==> src/rtl/antenna_select_encoder.sv <==
// Antenna-select front end: per-radio button debounce, one-hot to BCD encode,
// collision refusal and break-before-make sequencing of the relay codes.

module asel_debounce #(
  parameter int DEBOUNCE_CYCLES = 50000
) (
  input  logic       clk,
  input  logic       rst,
  input  logic [5:0] btn,
  output logic       evt,
  output logic [2:0] code
);
  localparam int CNT_W = $clog2(DEBOUNCE_CYCLES + 1);
  localparam logic [CNT_W-1:0] CNT_MAX = CNT_W'(DEBOUNCE_CYCLES);

  logic [5:0]       sync_p0, sync_p1, samp_p2, deb_p3, deb_p4;
  logic [CNT_W-1:0] stable_cnt;

  function automatic logic [2:0] onehot_to_bcd(input logic [5:0] v);
    logic [2:0] c;
    c = '0;
    for (int i = 0; i < 6; i++)
      if (v[i]) c = 3'(i + 1);
    return c;
  endfunction

  // Stage p0/p1: metastability synchroniser
  always_ff @(posedge clk) begin
    sync_p0 <= btn;
    sync_p1 <= sync_p0;
  end

  // Stage p2/p3: stability counter saturates, debounced vector follows once stable
  always_ff @(posedge clk or posedge rst) begin
    if (rst) begin
      samp_p2    <= '0;
      stable_cnt <= '0;
      deb_p3     <= '0;
      deb_p4     <= '0;
    end else begin
      deb_p4 <= deb_p3;
      if (sync_p1 != samp_p2) begin
        samp_p2    <= sync_p1;
        stable_cnt <= '0;
      end else if (stable_cnt != CNT_MAX) begin
        stable_cnt <= stable_cnt + CNT_W'(1);
      end else begin
        deb_p3 <= samp_p2;
      end
    end
  end

  // Stage p4: edge detect; only a change into a one-hot pattern is a press
  assign evt  = (deb_p3 != deb_p4) && $onehot(deb_p3);
  assign code = onehot_to_bcd(deb_p3);
endmodule

module antenna_select_encoder #(
  parameter int DEBOUNCE_CYCLES = 50000,
  parameter int DEADTIME_CYCLES = 100000
) (
  input  logic       I_clk,
  input  logic       I_rst,
  input  logic [5:0] I_btn_A,
  input  logic [5:0] I_btn_B,
  output logic [2:0] O_A,
  output logic [2:0] O_B,
  output logic       O_busy_A,
  output logic       O_busy_B,
  output logic       O_reject
);
  localparam int DT_W = $clog2(DEADTIME_CYCLES + 1);
  localparam logic [DT_W-1:0] DT_LAST = DT_W'(DEADTIME_CYCLES - 1);

  typedef enum logic {ST_IDLE, ST_BREAK} state_t;

  state_t          st_a, st_b;
  logic [2:0]      cur_a, cur_b, tgt_a, tgt_b;
  logic [DT_W-1:0] dt_cnt_a, dt_cnt_b;
  logic            evt_a, evt_b;
  logic [2:0]      code_a, code_b, new_a, new_b;
  logic [2:0]      res_a, res_b, res_a_nxt;
  logic            try_a, try_b, rej_a, rej_b, acc_a, acc_b;

  function automatic logic [2:0] toggle_target(input logic [2:0] code, input logic [2:0] cur);
    return (code == cur) ? 3'd0 : code;
  endfunction

  asel_debounce #(.DEBOUNCE_CYCLES(DEBOUNCE_CYCLES)) u_deb_a (
    .clk(I_clk), .rst(I_rst), .btn(I_btn_A), .evt(evt_a), .code(code_a)
  );
  asel_debounce #(.DEBOUNCE_CYCLES(DEBOUNCE_CYCLES)) u_deb_b (
    .clk(I_clk), .rst(I_rst), .btn(I_btn_B), .evt(evt_b), .code(code_b)
  );

  // A has priority: B is checked against A's reservation as it will be next cycle
  always_comb begin
    new_a     = toggle_target(code_a, cur_a);
    new_b     = toggle_target(code_b, cur_b);
    res_a     = (st_a == ST_IDLE) ? cur_a : tgt_a;
    res_b     = (st_b == ST_IDLE) ? cur_b : tgt_b;
    try_a     = evt_a && (st_a == ST_IDLE);
    try_b     = evt_b && (st_b == ST_IDLE);
    rej_a     = try_a && (new_a != 3'd0) && (new_a == res_b);
    acc_a     = try_a && !rej_a;
    res_a_nxt = acc_a ? new_a : res_a;
    rej_b     = try_b && (new_b != 3'd0) && (new_b == res_a_nxt);
    acc_b     = try_b && !rej_b;
  end

  // Stage p5: break-before-make sequencers with registered outputs
  always_ff @(posedge I_clk or posedge I_rst) begin
    if (I_rst) begin
      st_a     <= ST_IDLE;
      cur_a    <= '0;
      tgt_a    <= '0;
      dt_cnt_a <= '0;
      O_A      <= '0;
      O_busy_A <= 1'b0;
    end else if (st_a == ST_IDLE) begin
      if (acc_a) begin
        st_a     <= ST_BREAK;
        tgt_a    <= new_a;
        dt_cnt_a <= '0;
        O_A      <= '0;
        O_busy_A <= 1'b1;
      end
    end else if (dt_cnt_a == DT_LAST) begin
      st_a     <= ST_IDLE;
      cur_a    <= tgt_a;
      O_A      <= tgt_a;
      O_busy_A <= 1'b0;
    end else begin
      dt_cnt_a <= dt_cnt_a + DT_W'(1);
    end
  end

  always_ff @(posedge I_clk or posedge I_rst) begin
    if (I_rst) begin
      st_b     <= ST_IDLE;
      cur_b    <= '0;
      tgt_b    <= '0;
      dt_cnt_b <= '0;
      O_B      <= '0;
      O_busy_B <= 1'b0;
    end else if (st_b == ST_IDLE) begin
      if (acc_b) begin
        st_b     <= ST_BREAK;
        tgt_b    <= new_b;
        dt_cnt_b <= '0;
        O_B      <= '0;
        O_busy_B <= 1'b1;
      end
    end else if (dt_cnt_b == DT_LAST) begin
      st_b     <= ST_IDLE;
      cur_b    <= tgt_b;
      O_B      <= tgt_b;
      O_busy_B <= 1'b0;
    end else begin
      dt_cnt_b <= dt_cnt_b + DT_W'(1);
    end
  end

  always_ff @(posedge I_clk or posedge I_rst) begin
    if (I_rst) O_reject <= 1'b0;
    else       O_reject <= rej_a || rej_b;
  end
endmodule

==> config.mk <==
export PLATFORM = sky130hd
export DESIGN_NAME = antenna_select_encoder
export DESIGN_NICKNAME = d
export VERILOG_FILES = /design/src/rtl/antenna_select_encoder.sv
export SDC_FILE = /design/constraint.sdc
export NUM_CORES = 1
export LEC_CHECK = 0
export ABC_AREA = 0
export ABC_CLOCK_PERIOD_IN_PS = 4200
export CORE_ASPECT_RATIO = 0.5
export CORE_MARGIN = 4
export CORE_UTILIZATION = 50
export CTS_CLUSTER_SIZE = 28
export DETAILED_ROUTE_END_ITERATION = 12
export GPL_ROUTABILITY_DRIVEN = 0
export PLACE_DENSITY = 0.72
export SKIP_CTS_REPAIR_TIMING = 1
export SYNTH_ARGS = -nofsm -noshare
export SYNTH_HDL_FRONTEND = slang
export SYNTH_HIERARCHICAL = 1
export SYNTH_SLANG_ARGS = --single-unit
==> constraint.sdc <==
create_clock -name I_clk -period 4.2 [get_ports I_clk]
set_input_delay 1.26 -clock I_clk [delete_from_list [all_inputs] [get_ports I_clk]]
set_output_delay 1.26 -clock I_clk [all_outputs]
set_load 0.01 [all_outputs]
Yosys cells after proc, flatten, opt, wreduce, memory -nomap -nowiden
Index checks and enable logic that the tools add are counted.

word-level totals
  flip-flop bits (word level) = 149
  output and inout port bits = 9
  input bits = 14
  word-level logic and storage cells = 137

cells by class
  equal/unequal tests = 18
  $add $sub $neg = 14
  multiplexer cells = 45
  bitwise gates (word level) = 6
  reduce and logical (&&, ||, !) cells = 29

operator list
  kind                     count
  $mux W17                 6
  $mux W16                 4
  $mux W3                  17
  $add A17 B1 Y17 const B  2
  $eq A17 B17 Y1 const B   2
  $add A16 B1 Y16 const B  2
  $ne A16 B16 Y1 const B   2
  $ne A6 B6 Y1             4
  $reduce_and A2 Y1        10
  $mux W1                  14
  $add A1 B1 Y2            6
  $add A3 B3 Y3            4
  $eq A3 B3 Y1             4
  $logic_and A1 B1 Y1      10
  $mux W2                  4
  $reduce_bool A2 Y1       4
  $eq A3 B1 Y1 const B     2
  $not A1 Y1               6
  $reduce_bool A3 Y1       2
  $ne A2 B1 Y1 const B     2
  $ne A2 B2 Y1 const B     2
  $logic_not A1 Y1         2
  $logic_or A1 B1 Y1       1

Logic depth before layout (Yosys ltp)
Gate-level depths: netlist of run 1.

  depth after elaboration = 20
  gate-level depth with buffers = 16
  depth with buffers taken out = 14

Modules after synthesis
The synthesis of run 1 kept the hierarchy.

modules (own cells, without submodules)
  module                  area an instance (µm²)  cells each  seq. area each (µm²)  times used
  asel_debounce           1938.1                  164         1091.0                2
  antenna_select_encoder  3069.2                  325         1426.4                1

Worst setup path before layout of run 1
OpenSTA, ideal clock, no wires.

  path kind = register -> register
  start = reg u_deb_a.deb_p3[0]
  end = reg tgt_b[1]
  setup slack = -0.024 ns
  library setup time = 0.125 ns
  stages on the path, launching flop included = 17
  buffers on the path = 2
  required time = 4.075 ns
  arrival = 4.099 ns
  period minus slack after synthesis = 4.224 ns
  cells stage by stage = dfrtp_1 inv_1 fa_1 fa_1 inv_1 ha_1 fa_1 nor4b_1 nor2b_1 o41a_1 clkbuf_1 o21ai_0 o31ai_1 o22ai_2 and2_1 buf_6 mux2_4

on the way
  elaborated cells on any way between the ends = 27
  those cells by class = add/sub: 3; eq/ne: 5; mux: 8; reduce/logical: 11

RTL lines
  element                                            line  source
  start: declaration                                 16    logic [5:0] sync_p0, sync_p1, samp_p2, deb_p3, deb_p4;
  start signal: assignment                           48    deb_p3 <= samp_p2;
  $add A1 B1 Y2 (not written as such)                54    assign evt = (deb_p3 != deb_p4) && $onehot(deb_p3);
  $add A3 B3 Y3 (not written as such) (2 in series)  54
  $eq A3 B1 Y1                                       54
  $logic_and A1 B1 Y1 *                              54
  via evt_a                                          80    logic evt_a, evt_b;
  $logic_and A1 B1 Y1 *                              102   try_a = evt_a && (st_a == ST_IDLE);
  $logic_and A1 B1 Y1 (2 in series)                  104   rej_a = try_a && (new_a != 3'd0) && (new_a == res_b);
  $logic_not A1 Y1                                   105   acc_a = try_a && !rej_a;
  $logic_and A1 B1 Y1 *                              105
  $mux W3 *                                          106   res_a_nxt = acc_a ? new_a : res_a;
  $eq A3 B3 Y1 *                                     107   rej_b = try_b && (new_b != 3'd0) && (new_b == res_a_nxt);
  $logic_and A1 B1 Y1 *                              107
  $logic_not A1 Y1 *                                 108   acc_b = try_b && !rej_b;
  $logic_and A1 B1 Y1 *                              108
  $reduce_and A2 Y1 (no source line) *               -
  end signal: assignment                             149   tgt_b <= new_b;
  end: declaration                                   78    logic [2:0] cur_a, cur_b, tgt_a, tgt_b;

Mark *: on every way through the listed nets, which the timed path passes. The rest lies on a longest branch.
A chain may end at the register's enable or synchronous reset.

Worst setup path in the final report of run 1
  start = reg u_deb_a.deb_p3[1]
  end = reg dt_cnt_b[10]

on the way
  elaborated cells on any way between the ends = 27
  those cells by class = add/sub: 3; eq/ne: 5; mux: 7; reduce/logical: 12

RTL lines
  element                                            line  source
  $add A1 B1 Y2 (not written as such)                54
  $add A3 B3 Y3 (not written as such) (2 in series)  54
  $eq A3 B1 Y1                                       54
  $logic_and A1 B1 Y1 *                              54
  via evt_a                                          80
  $logic_and A1 B1 Y1 *                              102
  $logic_and A1 B1 Y1 (2 in series)                  104
  $logic_not A1 Y1                                   105
  $logic_and A1 B1 Y1 *                              105
  $mux W3 *                                          106
  $eq A3 B3 Y1 *                                     107
  $logic_and A1 B1 Y1 *                              107
  $logic_not A1 Y1 *                                 108
  $logic_and A1 B1 Y1 *                              108
  $reduce_bool A2 Y1 (no source line) *              -
  $reduce_and A2 Y1 (no source line) *               -
  end signal: assignment                             160   dt_cnt_b <= dt_cnt_b + DT_W'(1);
  end: declaration                                   79    logic [DT_W-1:0] dt_cnt_a, dt_cnt_b;

Marked as above.

==> results of run 1 <==
-- routing by layer --
metal / share of wire [%] / wire, um
met5: 0 / 0
met4: 1.2 / 152
met3: 2.9 / 368
met2: 48 / 6090
met1: 48 / 6040
-- placed cells by master (no fill, tap or decap), types with 4 or more instances in the layout --
cell type,count
ha_1,10
nand4_2,4
nor3_1,9
inv_1,34
or3_1,4
mux2_2,13
or2_2,4
inv_8,6
fa_1,6
nor2_1,57
inv_6,6
nand4_1,16
and4bb_2,4
buf_4,15
nand2_1,58
a31oi_1,11
clkdlybuf4s50_1,22
nand3b_1,5
a21oi_1,12
dfxtp_1,24
nor4_1,4
nand2b_1,7
nand3_1,30
xor2_1,30
clkbuf_16,17
nor4b_1,5
mux2i_1,15
xnor2_1,45
dfrtp_1,125
and3_1,11
o21ai_0,22
and4_1,5
-- kinds of logic (layout without fill, tap and decap cells) --
kind of cell | Yosys count | after routing | synth area share (%)
compound gates | 68 | 68 | 6.65
simple gates | 250 | 250 | 20.0
mux | 30 | 30 | 4.63
xor+xnor | 75 | 75 | 9.46
flops | 149 | 149 | 52.0
fa+ha+maj | 16 | 16 | 3.53
buf+inv | 65 | 107 | 3.75
-- registers in the layout, summed over array words and instances (netlist names), 6 cells and up --
register            cells
dt_cnt_a               17
u_deb_a/sync_p0         6
u_deb_b/sync_p1         6
dt_cnt_b               17
u_deb_a/deb_p3          6
u_deb_b/sync_p0         6
u_deb_a/stable_cnt     16
u_deb_a/deb_p4          6
u_deb_b/deb_p3          6
u_deb_a/samp_p2         6
u_deb_a/sync_p1         6
u_deb_b/stable_cnt     16
u_deb_b/deb_p4          6
u_deb_b/samp_p2         6
-- area by class of cell --
type / instances / share of cell area, %
Inverter: 36 / 1.68
Timing Repair Buffer: 39 / 4.42
Multi-Input combinational cell: 439 / 38.7
Clock buffer: 18 / 5.46
Clock inverter: 14 / 1.90
Tap cell: 192 / 2.99
Sequential cell: 149 / 44.9
-- power groups by stage --
| stage | registers (mW) | clock network (mW) | logic, mW |
|---|---|---|---|
| floorplan | 1.49 | 0 | 0.0368 |
| global placement | 1.49 | 0 | 0.0574 |
| detailed placement | 1.49 | 0 | 0.0585 |
| CTS | 1.46 | 1.53 | 0.0594 |
| global route | 1.46 | 1.60 | 0.0653 |
| finish | 1.46 | 1.50 | 0.0564 |
-- cells in the mapped netlist (2+ instances only) --
library cell / instances
nand3b_1: 5
nor2b_1: 2
a31oi_1: 11
or2_2: 4
or3_1: 4
fa_1: 6
o221ai_1: 3
a22o_1: 3
a32o_1: 2
and3_1: 11
xor2_1: 30
a31o_2: 2
dfrtp_1: 125
a21oi_1: 13
nand2b_1: 7
nand4_2: 4
clkbuf_1: 26
and4bb_2: 4
xnor2_1: 45
inv_1: 36
and2_1: 5
nor3_4: 2
ha_1: 10
buf_6: 2
nand4_1: 16
nand3_1: 30
nor2_1: 57
and4_1: 5
nor4b_2: 2
nor4_1: 4
mux2i_1: 16
and4_2: 2
dfxtp_1: 24
nor4b_1: 6
mux2_2: 13
and3b_1: 2
or4b_2: 2
nand2_1: 58
o21ai_0: 23
nor3_1: 9
or3_4: 2
or2b_1: 2
-- final timing paths --
path / slack, ns / endpoint / depth (start not counted)
worst max-delay path: 0.22 / dt_cnt_b[10]$_DFFE_PP0P_ / 15
worst min-delay path: 0.33 / u_deb_a/sync_p1[0]$_DFF_P_ / 0
worst max register to register: 0.22 / dt_cnt_b[10]$_DFFE_PP0P_ / 15
worst min register to register: 0.33 / u_deb_a/sync_p1[0]$_DFF_P_ / 0
max in group asynchronous: 2.29 / O_A[0]$_DFFE_PP0P_ / 3
min in group asynchronous: 1.27 / dt_cnt_b[8]$_DFFE_PP0P_ / 2
-- per-stage QoR --
step / hold WS, ns / setup WS, ns / std cells
after floorplan: 0.310 / 0.0700 / 653
final: 0.328 / 0.219 / 887
after detailed placement: 0.312 / 0.0521 / 851
after CTS: 0.329 / 0.0299 / 883
after global routing: 0.337 / -0.0310 / 887
after global placement: 0.310 / 0.216 / 851
==> flow_summary.yaml, run 1 <==
global_routing:
  antenna_found_initial: 0
  grt_max_degree: 35
  grt-ovfl-total: 0
  grt_pass1_vias: 4712
  grt_pass1_wl_mm: 22.2
  grt_usage_pct: 17.0
  grt.met3_usage_pct: 3.66
  gr-max-usage-layer: "met2"
  grtUsageMet2_pct: 28.2
  use_met1_pct: 22.1
pwr:
  intPower_mw: 2.29
  pwr-share-seq_pct: 48.4
  p_sw_share_pct: 24.2
  p_leak_nw: 3.56
  combPwrFrac_pct: 1.9
  switchingPower_mw: 0.731
  power.total_mw: 3.02
  peakVddDrop_mv: 0.194
  power.share.clock_pct: 49.8
  power.density_nw_per_um2: 376
hold_path:
  hp-start: "u_deb_a/sync_p0[0]$_DFF_P_"
  min_path_type: "reg2reg"
worst_setup_path:
  worstSetupPathType: "reg2reg"
  cp_common_cell: "fa_1"
  reg2reg_from: "u_deb_a/deb_p3[1]$_DFFE_PP0P_"
  crit_path_top_delay_cell: "fa_1"
  critical-path-top-delay-family: "adder cells"
  startpoint: "u_deb_a/deb_p3[1]$_DFFE_PP0P_"
  required_ns: 4.50
  path_max_fanout: 5
  crit_path_cell_trace: "inv_2 -> fa_1 -> fa_1 -> inv_1 -> ha_1 -> fa_1 -> nor4b_2 -> nor2b_2 -> buf_4 -> o41ai_4 -> mux2i_2 -> and2_4 -> o22ai_4 -> nand2_1 -> a311o_1"
  max_stage_delay_ns: 0.49
  start_kind: "flop"
  worstSetupEndpointType: "flop"
  worst-path-buf-inv: 3
  arrival_ns: 4.28
yosys:
  synth_ff_type: "dfrtp_1"
  synth.area.top_cells: "dfrtp_1 45%, dfxtp_1 6.9%, xnor2_1 5.7%, xor2_1 3.8%, nand2_1 3.1%"
  synth_area_per_cell_um2: 10.6
  synth-edff-count: 0
  synth_seq_cells: 149
  yosysUniqueCellTypes: 60
  synthCells: 653
  syn_nets: 683
  async_flop_share_pct: 83.9
  yosys.area.top_type: "dfrtp_1"
  synth_area_um2: 6950
  netlist.area_leader.share_pct: 45.0
  ys.warnings.count: 6
  seq_area_frac_synth_pct: 52.0
die:
  core_um2: 13600
  die_y_um: 91.3
  num_rows: 30
  fp.dieW_um: 175
  start_util_pct: 51.1
  boundaryPins: 23
  die_area_um2: 16000
final_layout:
  layout.nets: 712
  drive_above_1_share_pct: 14.4
  syn2layout_area_growth_pct: 15.8
  fill_cells: 1127
  fin_area_um2: 8040
  n_antenna_cell: 0
  fin_util_pct: 59.2
  multiInputGateArea_um2: 3110
  final-seq-area_um2: 3610
clocking:
  cts_root_buf: "clkbuf_16"
  numCtsBuffers: 17
  numClockSinks: 149
  cts_buffer_depth: 2
  clkSlewWorstSetupHoldPaths_ns: 0.07
  cts_tree: "built"
  htreeDepth: 4
  clock_latency_ns: 0.42
timing:
  fin_crit_sh_pct: 94.8
  fmax_mhz: 251
  rsz0062_at_grt: "true"
  clock_skew_ns: 0.00927
  hold_viol: 0
  fin_crit_ns: 3.98
  slew_headroom_pct: 58.3
  setup_viol: 0
  slew_viol_final: 0
  tns_ns: 0
  worst_slew_pin_slew_ns: 0.626
placement:
  hpwl_mm: 8.53
  io_buffers: 22
  placed_area_um2: 7380
routing:
  first_iter_violations: 335
  drc_errors: 0
  wl_per_cell_um: 14.3
  dr.pass1.iters: 4
  ant_nets: 0
  totalWireLength_mm: 12.7
  viasPerCell: 5.23
  vias: 4639
flow_run:
  maxCapViolations: 0
run_status:
  outcome: "finished clean"
Power figures use the tool's default switching activity.
==> run 2, diff against run 1 <==
--- a/config.mk
+++ b/config.mk
@@ -9,13 +9,14 @@
 export ABC_CLOCK_PERIOD_IN_PS = 4200
 export CORE_ASPECT_RATIO = 0.5
 export CORE_MARGIN = 4
-export CORE_UTILIZATION = 50
+export CORE_UTILIZATION = 40
 export CTS_CLUSTER_SIZE = 28
 export DETAILED_ROUTE_END_ITERATION = 12
 export GPL_ROUTABILITY_DRIVEN = 0
-export PLACE_DENSITY = 0.72
+export PLACE_DENSITY = 0.59
 export SKIP_CTS_REPAIR_TIMING = 1
 export SYNTH_ARGS = -nofsm -noshare
 export SYNTH_HDL_FRONTEND = slang
 export SYNTH_HIERARCHICAL = 1
 export SYNTH_SLANG_ARGS = --single-unit
+export TNS_END_PERCENT = 20
==> run 2 against run 1 <==
  * Non-clock buffer count is 4 lower
  * First-iteration DRC count is 3.9% lower
  * Fmax is 0.20% higher
  * Setup slack better by 0.0081 ns
  * Cell count is 3.5% higher
  * Hold slack worse by 0.00084 ns
  * Wire length is 3.8% lower
  * Clock power hardly changed
  * Critical path type unchanged
==> flow_summary.yaml, run 2 (synthesis gave the netlist of run 1 again) <==
run_status:
  outcome: "finished clean"
die:
  fp.dieW_um: 194
  start_util_pct: 41.6
  boundaryPins: 23
  core_um2: 16700
  die_y_um: 101
  die_area_um2: 19700
  num_rows: 33
placement:
  hpwl_mm: 8.36
  placed_area_um2: 7410
  place_ws_ns: 0.0767
  io_buffers: 22
timing:
  slew_viol_final: 0
  fin_crit_sh_pct: 94.6
  worst_slew_pin_slew_ns: 0.673
  clock_skew_ns: 0.0106
  setup_viol: 0
  fin_ws_ns: 0.227
  fin_crit_ns: 3.97
  rsz0062_at_grt: "true"
  hold_viol: 0
  slew_headroom_pct: 55.1
  fmax_mhz: 252
pwr:
  p_leak_nw: 3.53
  p_sw_share_pct: 23.2
  intPower_mw: 2.31
  power.total_mw: 3.01
  peakVddDrop_mv: 0.268
  power.share.clock_pct: 49.6
  combPwrFrac_pct: 1.8
  switchingPower_mw: 0.698
  power.density_nw_per_um2: 374
  pwr-share-seq_pct: 48.6
routing:
  wl_met3_um: 305
  highest_layer: "met4"
  drc_errors: 0
  vias: 4576
  totalWireLength_mm: 12.2
  ant_nets: 0
  viasPerCell: 4.98
  wl_met1_mm: 6.19
  dr.pass1.iters: 4
  wl_per_cell_um: 13.3
  routed-wl-met2_mm: 5.57
  first_iter_violations: 322
hold_path:
  min_path_type: "reg2reg"
worst_setup_path:
  worstSetupPathType: "reg2reg"
  required_ns: 4.52
  start_kind: "flop"
  arrival_ns: 4.29
  worstSetupEndpointType: "flop"
  path_max_fanout: 9
clocking:
  cts_tree: "built"
  htreeDepth: 4
  numClockSinks: 149
  clock_latency_ns: 0.41
  clkSlewWorstSetupHoldPaths_ns: 0.07
  cts_buffer_depth: 2
  cts_root_buf: "clkbuf_16"
  numCtsBuffers: 17
final_layout:
  drive_above_1_share_pct: 13.3
  largestRegisters: "dt_cnt_a: 17 flops, dt_cnt_b: 17 flops"
  fill_cells: 1530
  final_cell_mix: "125 x dfrtp_1, 58 x nand2_1, 57 x nor2_1"
  fin_area_um2: 8030
  layout.nets: 708
  n_antenna_cell: 0
  syn2layout_area_growth_pct: 15.6
  fin_util_pct: 48.1
  final_common_cell: "dfrtp_1"
global_routing:
  grt_usage_pct: 13.2
  grt_pass1_vias: 4575
  antenna_found_initial: 0
  grt_max_degree: 41
  grt-ovfl-total: 0
  grt_pass1_wl_mm: 21.6
flow_run:
  maxCapViolations: 0
-- run 2: changes by cell type in the layout (fill, tap and decap cells not counted), moves of 2 or more --
| cell | delta |
|---|---|
| inv_8 | -2 |
| and2_1 | +2 |
| buf_4 | -2 |
| and2_4 | -2 |
| clkinv_8 | -2 |
| buf_6 | -2 |
| clkinv_4 | +3 |
-- run 2: cell type report --
type / instances / area [um2] / share of cell area (%)
flip-flops and latches: 149 / 3610 / 45.0
multi-input cells: 439 / 3100 / 38.6
clock buffers: 19 / 464 / 5.78
repair buffers: 35 / 318 / 3.96
well taps: 227 / 284 / 3.54
inverters: 36 / 135 / 1.68
clock inverters: 13 / 123 / 1.53
-- run 2: power groups by stage --
stage | Combinational, mW | Sequential, mW | Clock, mW
2_1_floorplan | 0.0368 | 1.49 | 0
3_3_place_gp | 0.0575 | 1.49 | 0
3_5_place_dp | 0.0577 | 1.49 | 0
4_1_cts | 0.0581 | 1.46 | 1.52
5_1_grt | 0.0639 | 1.46 | 1.60
6_report | 0.0552 | 1.46 | 1.49
-- run 2: worst paths after layout --
check                                              startpoint                    endpoint  slack, ns  cells past startpoint
worst max-delay path            u_deb_a/deb_p3[1]$_DFFE_PP0P_    dt_cnt_b[12]$_DFFE_PP0P_       0.23                     16
worst min-delay path               u_deb_b/sync_p0[0]$_DFF_P_  u_deb_b/sync_p1[0]$_DFF_P_       0.33                      0
worst max register to register  u_deb_a/deb_p3[1]$_DFFE_PP0P_    dt_cnt_b[12]$_DFFE_PP0P_       0.23                     16
worst min register to register     u_deb_b/sync_p0[0]$_DFF_P_  u_deb_b/sync_p1[0]$_DFF_P_       0.33                      0
max in group asynchronous                               I_rst          O_reject$_DFF_PP0_       2.14                      3
min in group asynchronous                               I_rst          O_A[2]$_DFFE_PP0P_       1.21                      2
-- run 2: per-layer routing --
metal | up-vias | GRT usage, %
met1 | 2220 | 17.9
met2 | 52 | 21.6
met3 | 10 | 2.79
met5 | - | 0
met4 | 0 | 4.37
li1 | 2294 | -
-- run 2: stage by stage --
| stage | std cells | setup TNS, ns | hold WS (ns) |
|---|---|---|---|
| 2_1_floorplan | 653 | 0 | 0.310 |
| 3_3_place_gp | 884 | 0 | 0.311 |
| 3_5_place_dp | 884 | 0 | 0.312 |
| 4_1_cts | 916 | 0 | 0.327 |
| 5_1_grt | 918 | -0.0393 | 0.333 |
| 6_report | 918 | 0 | 0.327 |
-- run 2: critical path, stage by stage, from the launching register on --
cell	delay [ns]
dfrtp_1	0.40
inv_1	0.10
fa_1	0.44
fa_1	0.49
inv_1	0.04
ha_1	0.18
fa_1	0.44
nor4b_2	0.27
nor2b_2	0.19
buf_4	0.14
o41ai_4	0.08
mux2i_2	0.17
nor3_2	0.20
o22ai_2	0.13
buf_4	0.18
a21bo_4	0.25
o221ai_1	0.17
==> run 3, diff against run 2 <==
--- a/config.mk
+++ b/config.mk
@@ -12,7 +12,6 @@
 export CORE_UTILIZATION = 40
 export CTS_CLUSTER_SIZE = 28
 export DETAILED_ROUTE_END_ITERATION = 12
-export GPL_ROUTABILITY_DRIVEN = 0
 export PLACE_DENSITY = 0.59
 export SKIP_CTS_REPAIR_TIMING = 1
 export SYNTH_ARGS = -nofsm -noshare
==> results of run 3 <==
The final DEF is identical to that of run 2; final timing and power are the same.
